### src/rtl/rr_resource_arbiter_pkg.sv
// Shared definitions for the round-robin resource arbiter.
//   ARB_IDLE / ARB_GRANTED : FSM state encodings (1-bit, legacy-compatible)
//   ARB_MAX_NUM_REQ        : upper requester limit imposed by the encoder
//   arb_num_req_legal()    : parameter range check used at elaboration
package rr_resource_arbiter_pkg;

    localparam logic ARB_IDLE    = 1'b0;
    localparam logic ARB_GRANTED = 1'b1;

    localparam int unsigned ARB_MAX_NUM_REQ = 32;

    function automatic bit arb_num_req_legal(input int unsigned n);
        return (n >= 2) && (n <= ARB_MAX_NUM_REQ);
    endfunction

endpackage

### src/rtl/rr_resource_arbiter_ffo.sv
// find_first_one_index: priority encoder returning the index of the HIGHEST
// set bit of vector_i. Returns 0 for an all-zero vector, so callers must
// qualify the result with their own any-set check.
//   vector_i : VECTOR_LENGTH-bit input vector
//   index_o  : index of the highest set bit
module find_first_one_index #(
    parameter int unsigned VECTOR_LENGTH = 4,
    localparam int unsigned IDX_W = (VECTOR_LENGTH > 1) ? $clog2(VECTOR_LENGTH) : 1
) (
    input  logic [VECTOR_LENGTH-1:0] vector_i,
    output logic [IDX_W-1:0]         index_o
);

    // Ascending scan: the last matching bit (the highest) wins.
    always_comb begin
        index_o = '0;
        for (int unsigned i = 0; i < VECTOR_LENGTH; i++) begin
            if (vector_i[i]) begin
                index_o = IDX_W'(i);
            end
        end
    end

endmodule

### src/rtl/rr_resource_arbiter.sv
// rr_resource_arbiter: round-robin arbiter sharing one resource between
// NUM_REQ requesters. A registered one-hot grant is held until the owner
// pulses done, drops its request, or the hold timeout fires.
//   clk_in          : clock, rising edge
//   reset_in        : synchronous active-high reset
//   request_in      : level request per requester
//   done_in         : 1-cycle completion pulse from the owner
//   grant_out       : registered one-hot grant
//   grant_valid_out : a grant is held
//   grant_index_out : index of the current owner, 0 when idle
//   timeout_out     : 1-cycle pulse when a grant is revoked by timeout
module rr_resource_arbiter
    import rr_resource_arbiter_pkg::*;
#(
    parameter int unsigned NUM_REQ         = 4,
    parameter int unsigned MAX_HOLD_CYCLES = 64,
    parameter int unsigned HOLD_CNT_WIDTH  = 7
) (
    input  logic               clk_in,
    input  logic               reset_in,
    input  logic [NUM_REQ-1:0] request_in,
    input  logic [NUM_REQ-1:0] done_in,
    output logic [NUM_REQ-1:0] grant_out,
    output logic               grant_valid_out,
    output logic [31:0]        grant_index_out,
    output logic               timeout_out
);

    localparam int unsigned IDX_W = (NUM_REQ > 1) ? $clog2(NUM_REQ) : 1;
    localparam logic [HOLD_CNT_WIDTH-1:0] HOLD_LAST =
        HOLD_CNT_WIDTH'((MAX_HOLD_CYCLES == 0) ? 0 : MAX_HOLD_CYCLES - 1);
    localparam logic [IDX_W-1:0] PTR_TOP = IDX_W'(NUM_REQ - 1);

    if (!arb_num_req_legal(NUM_REQ)) begin : g_bad_num_req
        $error("rr_resource_arbiter: NUM_REQ must be in 2..32");
    end

    logic                      state_q,   state_d;
    logic [NUM_REQ-1:0]        grant_q,   grant_d;
    logic [IDX_W-1:0]          index_q,   index_d;
    logic [IDX_W-1:0]          ptr_q,     ptr_d;
    logic [HOLD_CNT_WIDTH-1:0] hold_q,    hold_d;
    logic                      timeout_q, timeout_d;

    logic [NUM_REQ-1:0] ptr_mask;
    logic [NUM_REQ-1:0] masked_req;
    logic [IDX_W-1:0]   idx_masked;
    logic [IDX_W-1:0]   idx_all;
    logic [IDX_W-1:0]   winner;
    logic               owner_done;
    logic               owner_req;
    logic               timeout_hit;

    // Bits [ptr_q:0] form the first search window; highest-first scanning of
    // that window followed by the full vector yields descending order with wrap.
    always_comb begin
        ptr_mask = '0;
        for (int unsigned i = 0; i < NUM_REQ; i++) begin
            ptr_mask[i] = (i <= 32'(ptr_q));
        end
    end

    assign masked_req = request_in & ptr_mask;

    find_first_one_index #(.VECTOR_LENGTH(NUM_REQ)) u_ffo_masked (
        .vector_i (masked_req),
        .index_o  (idx_masked)
    );

    find_first_one_index #(.VECTOR_LENGTH(NUM_REQ)) u_ffo_all (
        .vector_i (request_in),
        .index_o  (idx_all)
    );

    assign winner = (|masked_req) ? idx_masked : idx_all;

    // The grant is one-hot, so ANDing with it selects the owner's bits.
    assign owner_done  = |(done_in & grant_q);
    assign owner_req   = |(request_in & grant_q);
    assign timeout_hit = (MAX_HOLD_CYCLES != 0) && (hold_q == HOLD_LAST);

    always_comb begin
        state_d   = state_q;
        grant_d   = grant_q;
        index_d   = index_q;
        ptr_d     = ptr_q;
        hold_d    = hold_q;
        timeout_d = 1'b0;

        case (state_q)
            ARB_IDLE: begin
                if (|request_in) begin
                    grant_d = NUM_REQ'(1) << winner;
                    index_d = winner;
                    hold_d  = '0;
                    state_d = ARB_GRANTED;
                end
            end
            default: begin
                hold_d = (hold_q == '1) ? hold_q : hold_q + 1'b1;
                if (owner_done || !owner_req || timeout_hit) begin
                    grant_d   = '0;
                    index_d   = '0;
                    ptr_d     = (index_q == '0) ? PTR_TOP : index_q - 1'b1;
                    state_d   = ARB_IDLE;
                    // Only a revocation caused purely by the timeout is flagged.
                    timeout_d = timeout_hit && !owner_done && owner_req;
                end
            end
        endcase
    end

    always_ff @(posedge clk_in) begin
        if (reset_in) begin
            state_q   <= ARB_IDLE;
            grant_q   <= '0;
            index_q   <= '0;
            ptr_q     <= PTR_TOP;
            hold_q    <= '0;
            timeout_q <= 1'b0;
        end else begin
            state_q   <= state_d;
            grant_q   <= grant_d;
            index_q   <= index_d;
            ptr_q     <= ptr_d;
            hold_q    <= hold_d;
            timeout_q <= timeout_d;
        end
    end

    assign grant_out       = grant_q;
    assign grant_valid_out = |grant_q;
    assign grant_index_out = 32'(index_q);
    assign timeout_out     = timeout_q;

endmodule

### config.mk
export PLATFORM = sky130hd
export DESIGN_NAME = rr_resource_arbiter
export DESIGN_NICKNAME = d
export VERILOG_FILES = /design/src/rtl/rr_resource_arbiter_pkg.sv /design/src/rtl/rr_resource_arbiter_ffo.sv /design/src/rtl/rr_resource_arbiter.sv
export SDC_FILE = /design/constraint.sdc
export NUM_CORES = 1
export LEC_CHECK = 0
export CORE_MARGIN = 2
export CORE_UTILIZATION = 45
export DETAILED_ROUTE_END_ITERATION = 16
export GPL_TIMING_DRIVEN = 1
export PLACE_DENSITY = 0.91
export SLEW_MARGIN = 20
export SYNTH_ARGS = -nofsm -noshare
export SYNTH_HDL_FRONTEND = slang
export SYNTH_SLANG_ARGS = --single-unit
### constraint.sdc
create_clock -name clk_in -period 2.9 [get_ports clk_in]
set_clock_uncertainty 0.1 [all_clocks]
set_input_delay 0.435 -clock clk_in [delete_from_list [all_inputs] [get_ports clk_in]]
set_output_delay 0.435 -clock clk_in [all_outputs]
set_load 0.02 [all_outputs]
==> results.txt <==
----------------------------------------------------
[Outcome]
  Outcome ... completed

[Final layout]
  Count of nets after finishing ... 166
  Antenna diode instance count ... 0
  Area added between synthesis and finish ... 9.98%
  Fill cell count ... 245
  Final cell count without fillers ... 183
  Ratio of cells with drive above 1 in the final layout ... 8.50%

[STA]
  Hold violation count in the final report ... 0
  Upper clock frequency limit ... 442 MHz
  Shortest clock period the worst path allows after layout ... 2.26 ns
  Final critical-path share of the clock period ... 77.9%
  Final setup vio count ... 0
  Unrepaired setup endpoints after global routing ... false
  Sum Neg Setup Slack ... 0 ns
  Max-slew violation count ... 0

[Routing]
  DRC violations left ... 0
  Number of detailed-route iterations in the first pass ... 4
  Number of antenna-violating nets in the routed design ... 0
  Vias per inst ... 5.34
  First DRT Iteration DRCs ... 43
  Wire length per cell ... 12.6 um
  Via Count ... 978
  Routed Wire Length ... 2.31 mm

[Critical path]
  Worst Setup Start Kind ... flip-flop
  Chain of cells forming the critical path ... or4_1 > clkdlybuf4s50_1
  Delay of the slowest cell on the worst path ... 0.55 ns
  Data required time of the critical path ... 2.37 ns
  Launch instance of the worst register-to-register path ... hold_q[0]
  RR Endpoint ... ptr_q[1]
  Max FO, Critical Path ... 5
  Endpoint kind of the worst setup timing path ... output port
  Cell type of the slowest stage on the worst timing path ... clkdlybuf4s50_1
  Crit Path Category ... flip-flop to output port
  Path depth of the worst reg2reg path ... 5
  CP Data Arrival Time ... 1.73 ns
  Setup slack on the worst flop-to-flop path ... 0.97 ns

[Synth]
  Syn Std Cell Area ... 1140 um^2
  Cell count after synthesis ... 134
  Dominant cells by area after synthesis ... dfxtp_1 30%, buf_4 20%, nand3_1 3.9%
  Area share of the leading cell type in the synthesized netlist ... 29.8%
  Count of cell types in the netlist ... 38
  Yosys top cell by area ... dfxtp_1
  Synthesis Warnings ... 0
  FF+latch count, synth ... 17
  Syn avg cell area ... 8.52 um^2
  Part of the Yosys area used for sequential elements ... 29.8%

[Floorplanning]
  Initial cell density of the core ... 46.9%
  Core area ... 2430 um^2
  Row count ... 18
  Width of the die ... 54.4 um
  Die Y-Extent ... 54.4 um
  Die Area ... 2950 um^2
  I/O pin count ... 48

[Clock tree]
  Number of buffers created by CTS ... 3
  Setup Fix Bufs, Post-CTS ... 0
  Worst-path clk slew ... 0.10 ns
  Clock Path Buffers ... 2
  CTS sink count ... 17
  Clock tree from TritonCTS ... built
  Post-CTS sizing ... 0
  Number of buffers inserted by hold repair at cts ... 0
  Worst skew pair latency ... 0.29 ns
  Root buf cell ... clkbuf_4
  Maximum level of the CTS H-tree ... 1

[Worst hold path]
  Class of the tightest hold or removal check ... flip-flop to flip-flop
  Hold Startpoint ... index_q[0]
  Instance count along the most critical hold path ... 2
  Capture endpoint of the worst hold path ... index_q[0]

[GRT]
  Total overflow reported by the global router ... 0
  Global-route wire length before repair ... 3.55 mm
  Number of antenna violations at the first check in global routing ... 0
  Total global routing track utilization ... 16.6%
  Pin count of the biggest net entering global routing ... 12
  Number of global-route vias before repair ... 854

[Placement]
  Port Buf Inserts ... 17
  DP Wirelength ... 1.78 mm
  RD Place Congestion ... 0.885
  Number of placed instances, taps included ... 179

[Job]
  Max-cap violation count ... 0

[Power]
  Ratio of total power to cell area ... 454 nW/um^2
  Leakage power total ... 0.485 nW
  Maximum ir drop on the vdd rail ... 0.261 mV

----------------------------------------------------
-- worst max path at each step --
stage	from	to	slack (ns)	cells past startpoint
global placement	request_in[1]	hold_q[3]	0.76	5
CTS	grant_out[1]	grant_valid_out	0.63	2
floorplan	hold_q[0]	ptr_q[0]	1.18	5
finish	grant_out[1]	grant_valid_out	0.64	2
detailed placement	request_in[2]	hold_q[3]	0.69	5
global route	grant_out[1]	grant_valid_out	0.54	2
-- routing by layer --
layer / global-route usage [%] / vias up / part of all wire [%]
met5: 0 / - / 0
met2: 31.1 / 52 / 49
met4: 6.67 / 0 / 2.6
met1: 18.5 / 447 / 41
li1: - / 471 / -
met3: 2.46 / 8 / 7.2
-- cell type report --
class	count	area, um^2	area share [%]
multi-input cells	110	662	52.7
flip-flops and latches	17	340	27.1
well taps	30	37.5	2.99
repair buffers	17	170	13.6
inverters	5	18.8	1.50
clock buffers	4	26.3	2.09
-- flip-flops by register name, summed over array words and instances (netlist names) --
name	cells
timeout_out	1
state_q	1
grant_out	4
hold_q	7
index_q	2
ptr_q	2
-- power breakdown --
part | switching (mW) | internal, mW | total (mW) | leakage (nW)
clock network | 0.0739 | 0.0534 | 0.127 | 0.0150
registers | 0.0184 | 0.247 | 0.266 | 0.139
logic | 0.111 | 0.0657 | 0.177 | 0.331
-- worst max-delay path, delay by kind of cell, from the launching register on --
kind	cells	cell delay, ns
and+or+nand+nor	1	0.52
buffers and inverters	1	0.55
DFF	1	0.37
-- kinds of logic (layout without fill, tap and decap cells) --
logic type,count (synthesis),count (layout),share of synthesized area [%]
multiplexers,5,5,4.50
buffers and inverters,36,26,21.7
flip-flops,17,17,29.8
adder cells (fa/ha/maj),2,2,2.19
AO/OA/AOI/OAI,28,28,19.5
AND/OR/NAND/NOR,45,45,21.9
other,1,30,0.329
-- synth_stat cells, drive strengths merged --
cell type / number
buf: 30
dfxtp: 17
o22ai: 2
nand4: 2
and3: 1
nor2: 9
a211oi: 1
a311oi: 1
a22o: 2
a21boi: 1
nor3: 5
a41oi: 1
nor4: 2
o221a: 1
nand2b: 2
or4: 2
clkbuf: 1
o221ai: 1
nand3: 9
nor2b: 1
a22oi: 3
conb: 1
mux2: 1
inv: 5
nand2: 8
a21oi: 7
mux2i: 4
a31oi: 1
or3: 4
ha: 2
o21ai: 2
o32ai: 5
-- through the flow --
| step | hold WS (ns) | setup slack [ns] | power [mW] | instance area (um^2) | utilization [%] |
|---|---|---|---|---|---|
| finish | 0.428 | 0.640 | 0.570 | 1250 | 51.6 |
| global route | 0.436 | 0.540 | 0.600 | 1250 | 51.6 |
| CTS | 0.431 | 0.626 | 0.571 | 1250 | 51.6 |
| detailed placement | 0.410 | 0.685 | 0.446 | 1230 | 50.5 |
| global placement | 0.404 | 0.759 | 0.439 | 1230 | 50.5 |
| floorplan | 0.384 | 1.18 | 0.418 | 1250 | - |
-- cell usage in the layout (no fill, tap or decap), drive strengths merged, types with 3 or more instances in the layout --
master,count
dfxtp,17
nand2,8
or3,4
mux2i,4
clkbuf,4
nor2,9
nand3,9
conb,30
a21oi,7
nor3,5
clkdlybuf4s50,17
o32ai,5
inv,5
a22oi,3
Power figures use the tool's default switching activity.
